$ cat config.mk
export PLATFORM = sky130hd
export DESIGN_NAME = mem_port_arbiter
export DESIGN_NICKNAME = d
export VERILOG_FILES = /design/src/rtl/mem_arb_pkg.sv /design/src/rtl/mem_arb_select.sv /design/src/rtl/mem_port_arbiter.sv
export SDC_FILE = /design/constraint.sdc
export NUM_CORES = 1
export LEC_CHECK = 0
export ABC_AREA = 1
export CORE_MARGIN = 1
export CORE_UTILIZATION = 36
export CTS_CLUSTER_DIAMETER = 30
export DETAILED_ROUTE_END_ITERATION = 10
export MAX_ROUTING_LAYER = met4
export PLACE_DENSITY_LB_ADDON = 0.2
export SLEW_MARGIN = 20
export SYNTH_ARGS = -nofsm -noshare
export SYNTH_HDL_FRONTEND = slang
export SYNTH_SLANG_ARGS = --single-unit
export TNS_END_PERCENT = 50
$ cat constraint.sdc
create_clock -name clk_i -period 2.9 [get_ports clk_i]
set_input_delay 0.29 -clock clk_i [delete_from_list [all_inputs] [get_ports clk_i]]
set_output_delay 0.29 -clock clk_i [all_outputs]
set_load 0.005 [all_outputs]
$ cat src/rtl/mem_arb_pkg.sv
// mem_arb_pkg: shared state and owner types for the memory port arbiter
package mem_arb_pkg;
  typedef enum logic [1:0] {IDLE, ISSUE, WAIT, RESP} arb_state_t;
  typedef enum logic {OWN_IF, OWN_M} arb_owner_t;
endpackage

$ cat src/rtl/mem_arb_select.sv
// mem_arb_select: M-priority winner selection with a saturating IF starvation guard
module mem_arb_select #(
  parameter int STARVE_LIMIT = 4
) (
  input  logic clk_i,
  input  logic rst_i,
  input  logic if_req,
  input  logic m_req,
  input  logic grant_en,
  output logic grant_if,
  output logic grant_m
);
  localparam int CW = $clog2(STARVE_LIMIT + 1);
  localparam logic [CW-1:0] LIM = CW'(STARVE_LIMIT);
  logic [CW-1:0] cnt_q, cnt_d;
  always_comb begin
    grant_m = grant_en & m_req & ((cnt_q < LIM) | ~if_req);
    grant_if = grant_en & if_req & ~grant_m;
    cnt_d = (~if_req | grant_if) ? '0 : (grant_m && cnt_q != LIM) ? cnt_q + 1'b1 : cnt_q;
  end
  always_ff @(posedge clk_i or posedge rst_i) begin
    if (rst_i) cnt_q <= '0;
    else cnt_q <= cnt_d;
  end
endmodule

$ cat src/rtl/mem_port_arbiter.sv
// mem_port_arbiter: shares one single-ported memory between IF reads and M reads/writes
module mem_port_arbiter
  import mem_arb_pkg::*;
#(
  parameter int MEMDATAWIDTH = 32,
  parameter int MEMDEPTH     = 1024,
  parameter int STARVE_LIMIT = 4
) (
  input  logic                          clk_i,
  input  logic                          rst_i,
  input  logic                          if_req_i,
  input  logic [$clog2(MEMDEPTH)-1:0]   if_pos_i,
  output logic                          if_gnt_o,
  output logic [MEMDATAWIDTH-1:0]       if_rdata_o,
  output logic                          if_rvalid_o,
  input  logic                          m_req_i,
  input  logic                          m_we_i,
  input  logic [$clog2(MEMDEPTH)-1:0]   m_pos_i,
  input  logic [MEMDATAWIDTH-1:0]       m_wdata_i,
  input  logic [MEMDATAWIDTH/8-1:0]     m_wstrb_i,
  output logic                          m_gnt_o,
  output logic [MEMDATAWIDTH-1:0]       m_rdata_o,
  output logic                          m_rvalid_o,
  output logic                          mem_read_en_o,
  output logic                          mem_write_en_o,
  output logic [$clog2(MEMDEPTH)-1:0]   mem_pos_o,
  output logic [MEMDATAWIDTH-1:0]       mem_wdata_o,
  output logic [MEMDATAWIDTH/8-1:0]     mem_wstrb_o,
  input  logic [MEMDATAWIDTH-1:0]       mem_read_data_i,
  input  logic                          mem_read_valid_i
);
  localparam int MD = $clog2(MEMDEPTH);
  localparam int MW = MEMDATAWIDTH;
  localparam int SW = MW / 8;
  arb_state_t state_q, state_d;
  arb_owner_t owner_q, owner_d;
  logic we_q, we_d;
  logic [MD-1:0] pos_q, pos_d;
  logic [MW-1:0] wdata_q, wdata_d, rdata_q, rdata_d;
  logic [SW-1:0] wstrb_q, wstrb_d;
  logic grant_if, grant_m, grant_en, issue, resp;
  assign grant_en = (state_q == IDLE) & ~rst_i;
  mem_arb_select #(.STARVE_LIMIT(STARVE_LIMIT)) u_select (
    .clk_i    (clk_i),
    .rst_i    (rst_i),
    .if_req   (if_req_i),
    .m_req    (m_req_i),
    .grant_en (grant_en),
    .grant_if (grant_if),
    .grant_m  (grant_m)
  );
  always_comb begin
    state_d = state_q;
    owner_d = owner_q;
    we_d = we_q;
    pos_d = pos_q;
    wdata_d = wdata_q;
    wstrb_d = wstrb_q;
    rdata_d = rdata_q;
    case (state_q)
      IDLE: if (grant_if | grant_m) begin
        owner_d = grant_m ? OWN_M : OWN_IF;
        we_d = grant_m & m_we_i;
        pos_d = grant_m ? m_pos_i : if_pos_i;
        wdata_d = m_wdata_i;
        wstrb_d = m_wstrb_i;
        state_d = ISSUE;
      end
      ISSUE: state_d = we_q ? IDLE : WAIT;
      WAIT: if (mem_read_valid_i) begin
        rdata_d = mem_read_data_i;
        state_d = RESP;
      end
      default: state_d = IDLE;
    endcase
  end
  always_ff @(posedge clk_i or posedge rst_i) begin
    if (rst_i) begin
      state_q <= IDLE;
      owner_q <= OWN_IF;
      we_q <= 1'b0;
      pos_q <= '0;
      wdata_q <= '0;
      wstrb_q <= '0;
      rdata_q <= '0;
    end else begin
      state_q <= state_d;
      owner_q <= owner_d;
      we_q <= we_d;
      pos_q <= pos_d;
      wdata_q <= wdata_d;
      wstrb_q <= wstrb_d;
      rdata_q <= rdata_d;
    end
  end
  assign issue = state_q == ISSUE;
  assign resp = state_q == RESP;
  assign if_gnt_o = grant_if;
  assign m_gnt_o = grant_m;
  assign mem_read_en_o = issue & ~we_q;
  assign mem_write_en_o = issue & we_q;
  assign mem_pos_o = issue ? pos_q : '0;
  assign mem_wdata_o = mem_write_en_o ? wdata_q : '0;
  assign mem_wstrb_o = mem_write_en_o ? wstrb_q : '0;
  assign if_rvalid_o = resp & (owner_q == OWN_IF);
  assign m_rvalid_o = resp & (owner_q == OWN_M);
  assign if_rdata_o = if_rvalid_o ? rdata_q : '0;
  assign m_rdata_o = m_rvalid_o ? rdata_q : '0;
endmodule

# After elaboration in Yosys (flattened, before gate mapping)
# Index checks and enable logic that the tools add are counted.
# totals
reg_bits,85
inputBits,94
out_inout_bits,116
word_cells,53
# op_classes
addsub,1
n_lt_le_gt_ge,1
n_eq_ne,6
n_mux,13
n_bitwise,18
n_reduce_logical,6
# op_table
operator,n
2-to-1 mux 32 bit,3
2-to-1 mux 10 bit,2
AND 1 bit,10
2-to-1 mux 2 bit,3
2-to-1 mux 3 bit,2
case mux 2 bit (3 select lines),1
AND reduction 2 bit,3
inverter 1 bit,5
"== test 2 bit, second input constant",2
2-to-1 mux 4 bit,1
"adder 3 x 1 -> 3 bit, second input constant",1
"less-than comparator 3 bit, second input constant",1
"inequality test 3 bit, second input constant",1
bitwise OR 1 bit,3
"== test 2 x 1 -> 1 bit, second input constant",1
zero test 2 bit,1
"inequality test 2 x 1 -> 1 bit, second input constant",1
"inequality test 2 bit, second input constant",1
nonzero test 2 bit,1
logical AND 1 bit,1
2-to-1 mux 1 bit,1

# Logic depth before layout (Yosys ltp)
# Gate-level depths: netlist of run 1.
# depth
word_depth,9
ltp_mapped,9
ltp_nobuf,8

# Hierarchy
# From an unflattened synthesis of run 1, not the netlist that was laid out.
# hier_totals
hier_cells,626
area_unflattened_um2,4409.2
# by_module_without_submodules
mod,instances,cells_each,area_each_um2,seq_area_each_um2
mem_port_arbiter,1,596,4177.8,2052.0
mem_arb_select,1,30,231.5,75.1

# Worst setup path after synthesis of run 1
# Ideal clock, no wire load.
# synth_timing
path_type,input port to output port
from,input port rst_i
to,output port m_gnt_o
arrival_ns,2.869
path_slack_ns,-0.259
path_stages,4
cell_sequence,inv_1 -> nand3_1 -> nor2_1 -> buf_4
# synth_via
elab_chain_len,4
# synth_rtl
item,line_no,source
from (decl),mem_port_arbiter.sv:10,"input logic rst_i,"
inverter 1 bit,mem_port_arbiter.sv:42,assign grant_en = (state_q == IDLE) & ~rst_i;
AND 1 bit,mem_port_arbiter.sv:42,
AND 1 bit (2 in series),mem_arb_select.sv:17,grant_m = grant_en & m_req & ((cnt_q < LIM) | ~if_req);
to (decl),mem_port_arbiter.sv:21,"output logic m_gnt_o,"
# No other way between the ends.

# Worst setup path in the final report of run 1
# layout_timing
from,register state_q[0]
to,output port if_rdata_o[10]
# layout_via
elab_chain_len,3
# layout_rtl
item,line_no,source
from (decl),mem_port_arbiter.sv:35,"arb_state_t state_q, state_d;"
from (signal assigned),mem_port_arbiter.sv:87,state_q <= state_d;
== test 2 bit,mem_port_arbiter.sv:97,assign resp = state_q == RESP;
AND 1 bit,mem_port_arbiter.sv:105,assign if_rvalid_o = resp & (owner_q == OWN_IF);
2-to-1 mux 32 bit,mem_port_arbiter.sv:107,assign if_rdata_o = if_rvalid_o ? rdata_q : '0;
to (decl),mem_port_arbiter.sv:14,"output logic [MEMDATAWIDTH-1:0] if_rdata_o,"
# No other way between the ends.

==> results by stage, run 1 <==
Placement:
- Routability-driven placement finished with a final weighted congestion of between 0.7 and 0.8.
- The placement-stage worst setup slack is roughly 680 ps.
- The total of buffers placed on input and output ports is about 210.
- After legalization and detailed placement, the total HPWL measured 8340 um.

Layout:
- The area of the multi-input gates is 1420 sq um.
- The fraction of layout cells with a size suffix above 1 is under 10%.
- The area growth from synthesis to layout is 58.7%.
- The filler cells instantiated in the layout total 1024.
- The net count reported at finish is around 860.
- The number of antenna diodes in the final layout is 0.
- The area taken by flip-flops and latches is about 2100 sq um.

Clocking:
- The clock-pin slew reported for the worst setup and hold paths after clock tree synthesis is 50 ps.
- TritonCTS built the clock tree.
- The post-cts sizing count is 0.
- TritonCTS created 9 clock buffers.
- For this design, the CTS-stage hold fixing added 0 buffers.
- At the later pin of the worst-skew pair, clock insertion delay measures approximately 330 ps.
- The maximum buffer depth of the clock tree is 2.
- The H-tree was split into 3 levels.
- The clock root buffer master is sky130_fd_sc_hd__clkbuf_16.
- Post-CTS timing repair inserted 0 buffers for setup.
- The number of clock sinks is between 80 and 90.

Critical path:
- The start-to-end type of the worst setup path is register to output port.
- In this run the worst path has a maximum fanout of 32.
- The required time of the critical path is approximately 2600 ps.
- The type of destination of the critical path is an output port.
- Data arrives at the worst endpoint at 2260 ps.
- The critical path launch point type is a register.

Timing:
- The minimum period implied by the final worst setup slack is about 2600 ps.
- The final worst setup slack is approximately 350 ps.
- The maximum clock frequency is 0.391 GHz.
- The final number of hold-violating endpoints is 0.
- Setup violations remaining at the end of the flow were counted as 0.
- Of the available clock period, the critical path in the final layout requires 88.1%.
- The headroom to the max-slew limit is between 30% and 40%.
- Setup repair after global routing left no endpoint under its margin.
- The number of pins with negative max-slew slack in the final report came to 0.
- For the pin with the worst max-slew slack, the measured transition is between 900 and 1000 ps.
- The clock arrives with between 7 and 8 ps of skew.
- The final total negative setup slack is 0 ps.

Floorplanning:
- The total area inside the core boundary comes to between 10000 and 15000 sq um.
- The floorplan die width is 109 um.
- From bottom edge to top edge, the die measures approximately 110 um.
- In this run the count of I/O pins placed on the die edge is 210.
- The initial standard-cell utilization of the core is between 30% and 40%.
- The die covers 12000 sq um.
- Row generation in the floorplan step produced 38 rows.

Min path:
- The class of the tightest hold or removal check is register to register.

Power and ir drop:
- Power comes to ~5 mW.
- IR analysis of the VDD net gives a maximum drop of 285 uV.
- The ratio of total power to cell area is just under 800 nW/um^2.
- In this run the static leakage power is 3.21 nW.

Synthesis:
- Synthesis handed over a netlist of approximately 560 instances.
- The number of distinct library cells after synthesis is 21.
- The synthesized netlist occupies a cell area of between 4000 and 5000 sq um.
- The flip-flop and latch count after synthesis is 85.
- The Yosys step of the flow raised 0 warnings.
- The average cell area after synthesis is between 7 and 8 sq um.
- The net count after synthesis is between 600 and 700.
- The fraction of the yosys area taken by sequential cells is 51.3%.

Drt:
- The number of vias per cell after detailed routing is around 4.3.
- Before antenna repair, the detailed router went through 4 iterations.
- In the final routed layout, each cell accounts on average for 12.1 um.
- Once detail routing completed, the nets flagged for antenna violations numbered 0.
- For this block, the routed nets add up to 10900 um of wire.
- For this block, the initial DRC count from the detailed router was around 130.
- The DRC violations left is 0.
- The detailed-route via count is about 4k.

Flow run:
- Across the run, the number of max-cap violations was 0.

Status:
- The run finished with clean final reports.

Global route:
- The first-pass GRT wire length is around 17000 um.
- The maximum number of pins on one net before global-route repair is 85.
- The initial antenna violation count is 0.
- The number of global-route vias before repair is 3702.
- The leftover overflow at the end of global routing is 0.
- In the global route stage, overall resource usage came out at roughly a fifth.
-- where the power goes --
group	total [mW]	switching [mW]	internal, mW
Combinational	2.08	1.14	0.937
Sequential	1.90	0.170	1.73
Clock	1.09	0.442	0.649
-- registers in the layout, summed over array words and instances, names as in the netlist --
signal / cells
owner_q: 1
we_q: 1
pos_q: 10
u_select.cnt_q: 3
rdata_q: 32
state_q: 2
wstrb_q: 4
wdata_q: 32
-- critical path, stage by stage (launching register included) --
cell                              delay, ps
sky130_fd_sc_hd__dfrtp_1                360
sky130_fd_sc_hd__inv_2                   70
sky130_fd_sc_hd__nor3_1                 230
sky130_fd_sc_hd__inv_1                  430
sky130_fd_sc_hd__nor2_1                 290
sky130_fd_sc_hd__clkdlybuf4s50_1        540
-- metal layers --
layer | wire length [um] | share of wire, % | vias up | global-route usage [%]
li1 | - | - | 2043 | -
met1 | 4570 | 42 | 1732 | 22.8
met2 | 5470 | 50 | 122 | 32.3
met3 | 739 | 6.8 | 11 | 3.68
met4 | 156 | 1.4 | 0 | 7.43
met5 | 0 | 0 | - | -
-- final timing paths --
kind                                  from              to  slack [ps]  depth (start not counted)
worst max-delay path            state_q[0]  if_rdata_o[10]         350                          5
worst min-delay path            state_q[0]      state_q[1]         480                          1
worst max register to register  state_q[1]      wdata_q[9]        1300                          7
min in group asynchronous            rst_i         owner_q         550                          3
worst min register to register  state_q[0]      state_q[1]         480                          1
max in group asynchronous            rst_i     rdata_q[31]        1380                          4
-- layout make-up --
| cell class | count | share of cell area [%] |
|---|---|---|
| well taps | 140 | 2.66 |
| flip-flops and latches | 85 | 32.3 |
| inverters | 114 | 6.55 |
| clock buffers | 13 | 4.10 |
| clock inverters | 3 | 0.285 |
| multi-input cells | 335 | 21.6 |
| repair buffers | 214 | 32.5 |
-- cells in the mapped netlist (all sizes together) --
| cell | n | share of area (%) |
|---|---|---|
| nand3 | 16 | 1.9 |
| a21oi | 33 | 4.0 |
| nor3 | 3 | 0.36 |
| o21bai | 1 | 0.18 |
| o21ai | 38 | 4.6 |
| dfrtp | 85 | 51 |
| ha | 2 | 0.60 |
| xor2 | 1 | 0.21 |
| nor2 | 151 | 14 |
| inv | 114 | 10 |
| clkbuf | 6 | 0.54 |
| nand2 | 89 | 8.3 |
| nand3b | 1 | 0.18 |
| buf | 23 | 3.7 |
-- kinds of logic after synthesis --
| logic type | after synthesis | synth area share, % |
|---|---|---|
| xor gates and xnor gates | 1 | 0.211 |
| AOI/OAI and AO/OA | 72 | 8.74 |
| and+or+nand+nor | 260 | 24.6 |
| buffers and inverters | 143 | 14.6 |
| adders and majority gates | 2 | 0.603 |
| DFF | 85 | 51.3 |
-- per-stage QoR --
step | cell area, sq um | utilization (%) | hold slack (ps) | cells
floorplan | 4150 | - | 411 | 563
global placement | 6300 | 57.1 | 458 | 888
detailed placement | 6300 | 57.1 | 466 | 888
CTS | 6590 | 59.7 | 482 | 904
global route | 6590 | 59.7 | 495 | 904
finish | 6590 | 59.7 | 477 | 904
-- placed cells by master, fill, tap and decap left out, types with 2 or more instances in the layout --
cell type                           n
sky130_fd_sc_hd__clkbuf_8           3
sky130_fd_sc_hd__clkinv_2           2
sky130_fd_sc_hd__a21oi_1           33
sky130_fd_sc_hd__clkdlybuf4s50_1  209
sky130_fd_sc_hd__ha_1               2
sky130_fd_sc_hd__o21ai_1           20
sky130_fd_sc_hd__o21ai_0           18
sky130_fd_sc_hd__nand2_1           85
sky130_fd_sc_hd__nand2_2            4
sky130_fd_sc_hd__clkbuf_16          9
sky130_fd_sc_hd__nor2_1           150
sky130_fd_sc_hd__inv_1            108
sky130_fd_sc_hd__dfrtp_1           85
sky130_fd_sc_hd__inv_2              5
sky130_fd_sc_hd__nand3_1           15
sky130_fd_sc_hd__nor3_1             3
sky130_fd_sc_hd__buf_4              4
No activity file was read; power rests on OpenSTA's default activity.
==> inputs of run 2 (changes only) <==
--- a/config.mk
+++ b/config.mk
@@ -5,11 +5,11 @@
 export SDC_FILE = /design/constraint.sdc
 export NUM_CORES = 1
 export LEC_CHECK = 0
-export ABC_AREA = 1
 export CORE_MARGIN = 1
-export CORE_UTILIZATION = 36
+export CORE_UTILIZATION = 37
 export CTS_CLUSTER_DIAMETER = 30
 export DETAILED_ROUTE_END_ITERATION = 10
+export HOLD_SLACK_MARGIN = 0.12
 export MAX_ROUTING_LAYER = met4
 export PLACE_DENSITY_LB_ADDON = 0.2
 export SLEW_MARGIN = 20
==> run 2 against run 1 <==
Wire length is 4.1% higher. Cell count fell by 20%. Clock skew decreased by 2.6 ps. Global-route usage shrank 0.10 points. Worst setup slack better by 69 ps. Cell area increased by 3.6%. Synthesized area increased by 4.5%. Synthesized cell count shrank 34%. Maximum frequency increased by 2.8%. Non-clock buffer count up 5.
==> results by stage, run 2 <==
Layout:
- The final instance area is a little under 7000 sq um.
- The library cells used most frequently in the layout, excluding fill and tap cells, are 209 x sky130_fd_sc_hd__clkdlybuf4s50_1, 85 x sky130_fd_sc_hd__dfrtp_1, 75 x sky130_fd_sc_hd__and2_1.
- Compared with the post-synthesis result, the final layout area differs by 57.3%.
- The net count reported at finish is approximately 670.
- The fraction of layout cells with a size suffix above 1 is between 10% and 20%.
- Leaving out fill and tap cells, the most frequent cell in the layout is sky130_fd_sc_hd__clkdlybuf4s50_1.
- In the final layout, the registers with the most flip-flops are rdata_q x32, wdata_q x32, pos_q x10.
- The number of antenna diodes is 0.

Timing:
- After layout, the worst path uses between 80% and 90% of the clock period.
- The transition time at the pin with the least slew margin is just under 800 ps.
- The final setup violation count is 0.
- The final total negative setup slack is 0 ps.
- The final number of hold-violating endpoints is 0.
- After layout, the minimum clock period comes to around 2500 ps.
- The number of pins with negative max-slew slack in the final report is 0.
- The maximum clock frequency is just over 0.4 GHz.
- The worst pin sits at a relative slew slack of 46.9%.
- The final clock skew is between 5 and 6 ps.
- Setup repair after global routing left no endpoint under its margin.

Clocking:
- TritonCTS built the clock tree.
- The post-cts sizing count is 0.
- Post-CTS timing repair inserted 0 buffers for setup.
- The maximum buffer depth of the clock tree is 2.
- Hold repair after CTS inserted 0 buffers.
- The number of clock sinks is between 80 and 90.
- The clock-pin slew reported for the worst setup and hold paths after clock tree synthesis is about 60 ps.
- The number of CTS-inserted buffers is 9.
- At the later pin of the worst-skew pair, clock insertion delay measures ~320 ps.
- The H-tree was split into 3 levels.
- The clock root buffer master is sky130_fd_sc_hd__clkbuf_16.

Drt:
- After detailed routing, the average wire length per cell comes to about 16 um.
- In the routed design, unresolved DRC markers number 0.
- The detailed router placed about 3.5k vias in this run.
- The routed wire length is roughly 11000 um.
- After the first detailed-routing iteration, the DRC count stood at about 120.
- The post-route antenna net violation count is 0.
- The number of vias per cell after detailed routing is about 4.9.
- The count of TritonRoute iterations in the first routing pass is 4.

Min path:
- The path with the worst hold slack has its endpoint at wdata_q[16].
- The class of the tightest hold or removal check is register to register.
- The worst hold path stage count is 1.
- The worst hold path startpoint is wdata_q[16].

Critical path:
- The logic depth of the worst setup path including buffers is 3.
- The count of cells along the worst register-to-register path is 3.
- The slowest cell on the critical path is sky130_fd_sc_hd__or3_1.
- The maximum fanout along the worst path is 15.
- The start-to-end type of the worst setup path is register to output port.
- The type of destination of the critical path is an output port.
- Broken down by cell family, the worst path's largest delay share belongs to simple AND/OR/NAND/NOR gates.
- The required time of the critical path is approximately 2600 ps.
- The worst register-to-register path ends at pos_q[4].
- The worst flop-to-flop path startpoint is state_q[1].
- The critical path launch point type is a register.
- Data on the critical path arrives at its endpoint at approximately 2200 ps.
- The worst register-to-register path has a setup slack of around 1300 ps.
- The critical path goes through or3_1 -> nor2_1 -> clkdlybuf4s50_1.
- The largest single stage delay on the critical path is approximately 590 ps.
- The buffering stage count on the worst path with inverters included is 1.

Synthesis:
- For this run, the register share of the synthesized area comes to a little under 50%.
- Sorting the synthesized cells by how often they occur yields 85 x sky130_fd_sc_hd__dfrtp_1, 76 x sky130_fd_sc_hd__and2_1, 39 x sky130_fd_sc_hd__mux2_2.
- By area, the combinational part of the netlist is dominated by simple AND/OR/NAND/NOR gates.
- The synthesized netlist devotes under 10% of its cell area to compound gates.
- The count of flip-flops with a built-in enable after synthesis is 0.
- After synthesis, the cell types taking the most area are sky130_fd_sc_hd__dfrtp_1 49%, sky130_fd_sc_hd__and2_1 11%, sky130_fd_sc_hd__mux2_2 10%, sky130_fd_sc_hd__mux2_4 10%, sky130_fd_sc_hd__and3_1 5.3%.
- The fraction of synthesized area in multiplexers is a little over 20%.
- The fraction of post-synthesis cell area in the top cell type by area is 49.0%.
- The net count after synthesis is ~470.
- In the synthesized netlist the async set-or-reset flop fraction comes to 100%.
- Of the total synthesized cell area, the portion taken by AND, OR, NAND and NOR gates is 20.2%.
- The number of distinct library cells after synthesis is 31.
- The most common cell in the synthesized netlist is sky130_fd_sc_hd__dfrtp_1.
- The average cell area after synthesis is around 12 sq um.
- The synthesized area is roughly 4300 sq um.
- For this run, the number of Yosys warnings is 0.
- Of the total synthesized cell area, the portion taken by full adders, half adders and majority gates is 0.577%.
- The synthesized design contains 85 register bits.
- The largest area contributor in the netlist is sky130_fd_sc_hd__dfrtp_1.
- The most used flip-flop cell after synthesis is sky130_fd_sc_hd__dfrtp_1.
- Of the total synthesized cell area, the portion taken by XOR and XNOR cells is 0%.
- Synthesis produced a netlist whose cell count is around 370.

Status:
- The run finished with clean final reports.

Power and ir drop:
- In this run switching power makes up 29.3% of total power.
- Cell internal power was estimated by the tool at 3.80 mW.
- In this run the power density over the cells is just under 800 nW/um^2.
- Sequential cells burn ~40% of the power.
- The clock network fraction of total power is between 20% and 30%.
- The switching power is around 1.6 mW.
- Across the VDD grid, the largest voltage drop is 408 uV.
- The combinational power share is 39.1%.
- The design draws roughly 5.4 mW.
- In this run the static leakage power is 2.93 nW.

Flow run:
- The count of maximum capacitance violations is 0.

Floorplanning:
- The initial standard-cell utilization of the core is between 30% and 40%.
- The floorplan step set the die width to about 110 um.
- between 200 and 250 I/O pins were placed.
- The total area inside the core boundary comes to around 11000 sq um.
- The number of standard-cell rows in the floorplan is 39.
- The floorplan die area is about 12000 sq um.
- From bottom edge to top edge, the die measures ~110 um.

Global route:
- The number of global-route vias before repair was 3386.
- The initial antenna violation count is 0.
- The global-route usage over all layers is a little under a fifth.
- After global routing the overflow that remains totals 0.
- The first global-routing pass estimated about 17000 um of wire.
- The maximum number of pins on one net before global-route repair is 45.

Placement:
- The congestion estimate from routability-driven global placement came to 0.765.
- The total half-perimeter wirelength after legalization and detailed placement is approximately 8400 um.
- During placement, the flow inserted port buffers numbering between 200 and 250.
- Once placement finished, the instance area stood at 6530 sq um.
[run 2: worst register-to-register path, stage by stage, from the launching register on]
cell                      delay (ps)
sky130_fd_sc_hd__dfrtp_1         470
sky130_fd_sc_hd__or3_1           590
sky130_fd_sc_hd__o21ai_0         270
sky130_fd_sc_hd__a31oi_1         130
[run 2: cell families (layout without fill, tap and decap cells)]
| kind of cell | after synthesis | after routing |
|---|---|---|
| fa+ha+maj | 2 | 2 |
| buf+inv | 33 | 238 |
| simple gates | 144 | 144 |
| flops | 85 | 85 |
| compound gates | 41 | 41 |
| mux | 68 | 68 |
[run 2: layout make-up]
class                   instances  area (sq um)
fillers                       978          4590
repair buffers                219          2190
flip-flops and latches         85          2130
multi-input cells             255          2020
clock buffers                  12           246
well taps                     143           179
clock inverters                 4          47.5
inverters                       3          12.5
[run 2: worst max-delay path by stage]
stage,startpoint,endpoint,slack [ps]
final,state_q[1],m_gnt_o,410
after global routing,state_q[1],m_gnt_o,270
after CTS,state_q[1],m_gnt_o,400
after detailed placement,rst_i,m_gnt_o,490
after global placement,rst_i,if_gnt_o,490
after floorplan,rst_i,owner_q,420
[run 2: routing by layer]
metal | global-route usage [%] | wire [um] | vias up
li1 | - | - | 1681
met1 | 23.3 | 4800 | 1676
met2 | 31.6 | 5650 | 136
met3 | 4.00 | 806 | 11
met4 | 6.30 | 123 | 0
met5 | - | 0 | -
[run 2: power by group through the flow]
stage | Clock [mW] | Sequential (mW) | Combinational, mW
CTS | 1.17 | 2.15 | 2.13
global route | 1.21 | 2.23 | 2.29
global placement | 0 | 2.14 | 2.06
finish | 1.13 | 2.15 | 2.10
floorplan | 0 | 2.00 | 1.39
detailed placement | 0 | 2.16 | 2.13
[run 2: metrics by stage]
step	hold slack (ps)	setup WS, ps	utilization (%)	std cells
CTS	504	399	59.8	721
detailed placement	483	491	57.2	705
finish	499	414	59.8	721
global route	517	274	59.8	721
floorplan	423	417	-	373
global placement	482	490	57.2	705
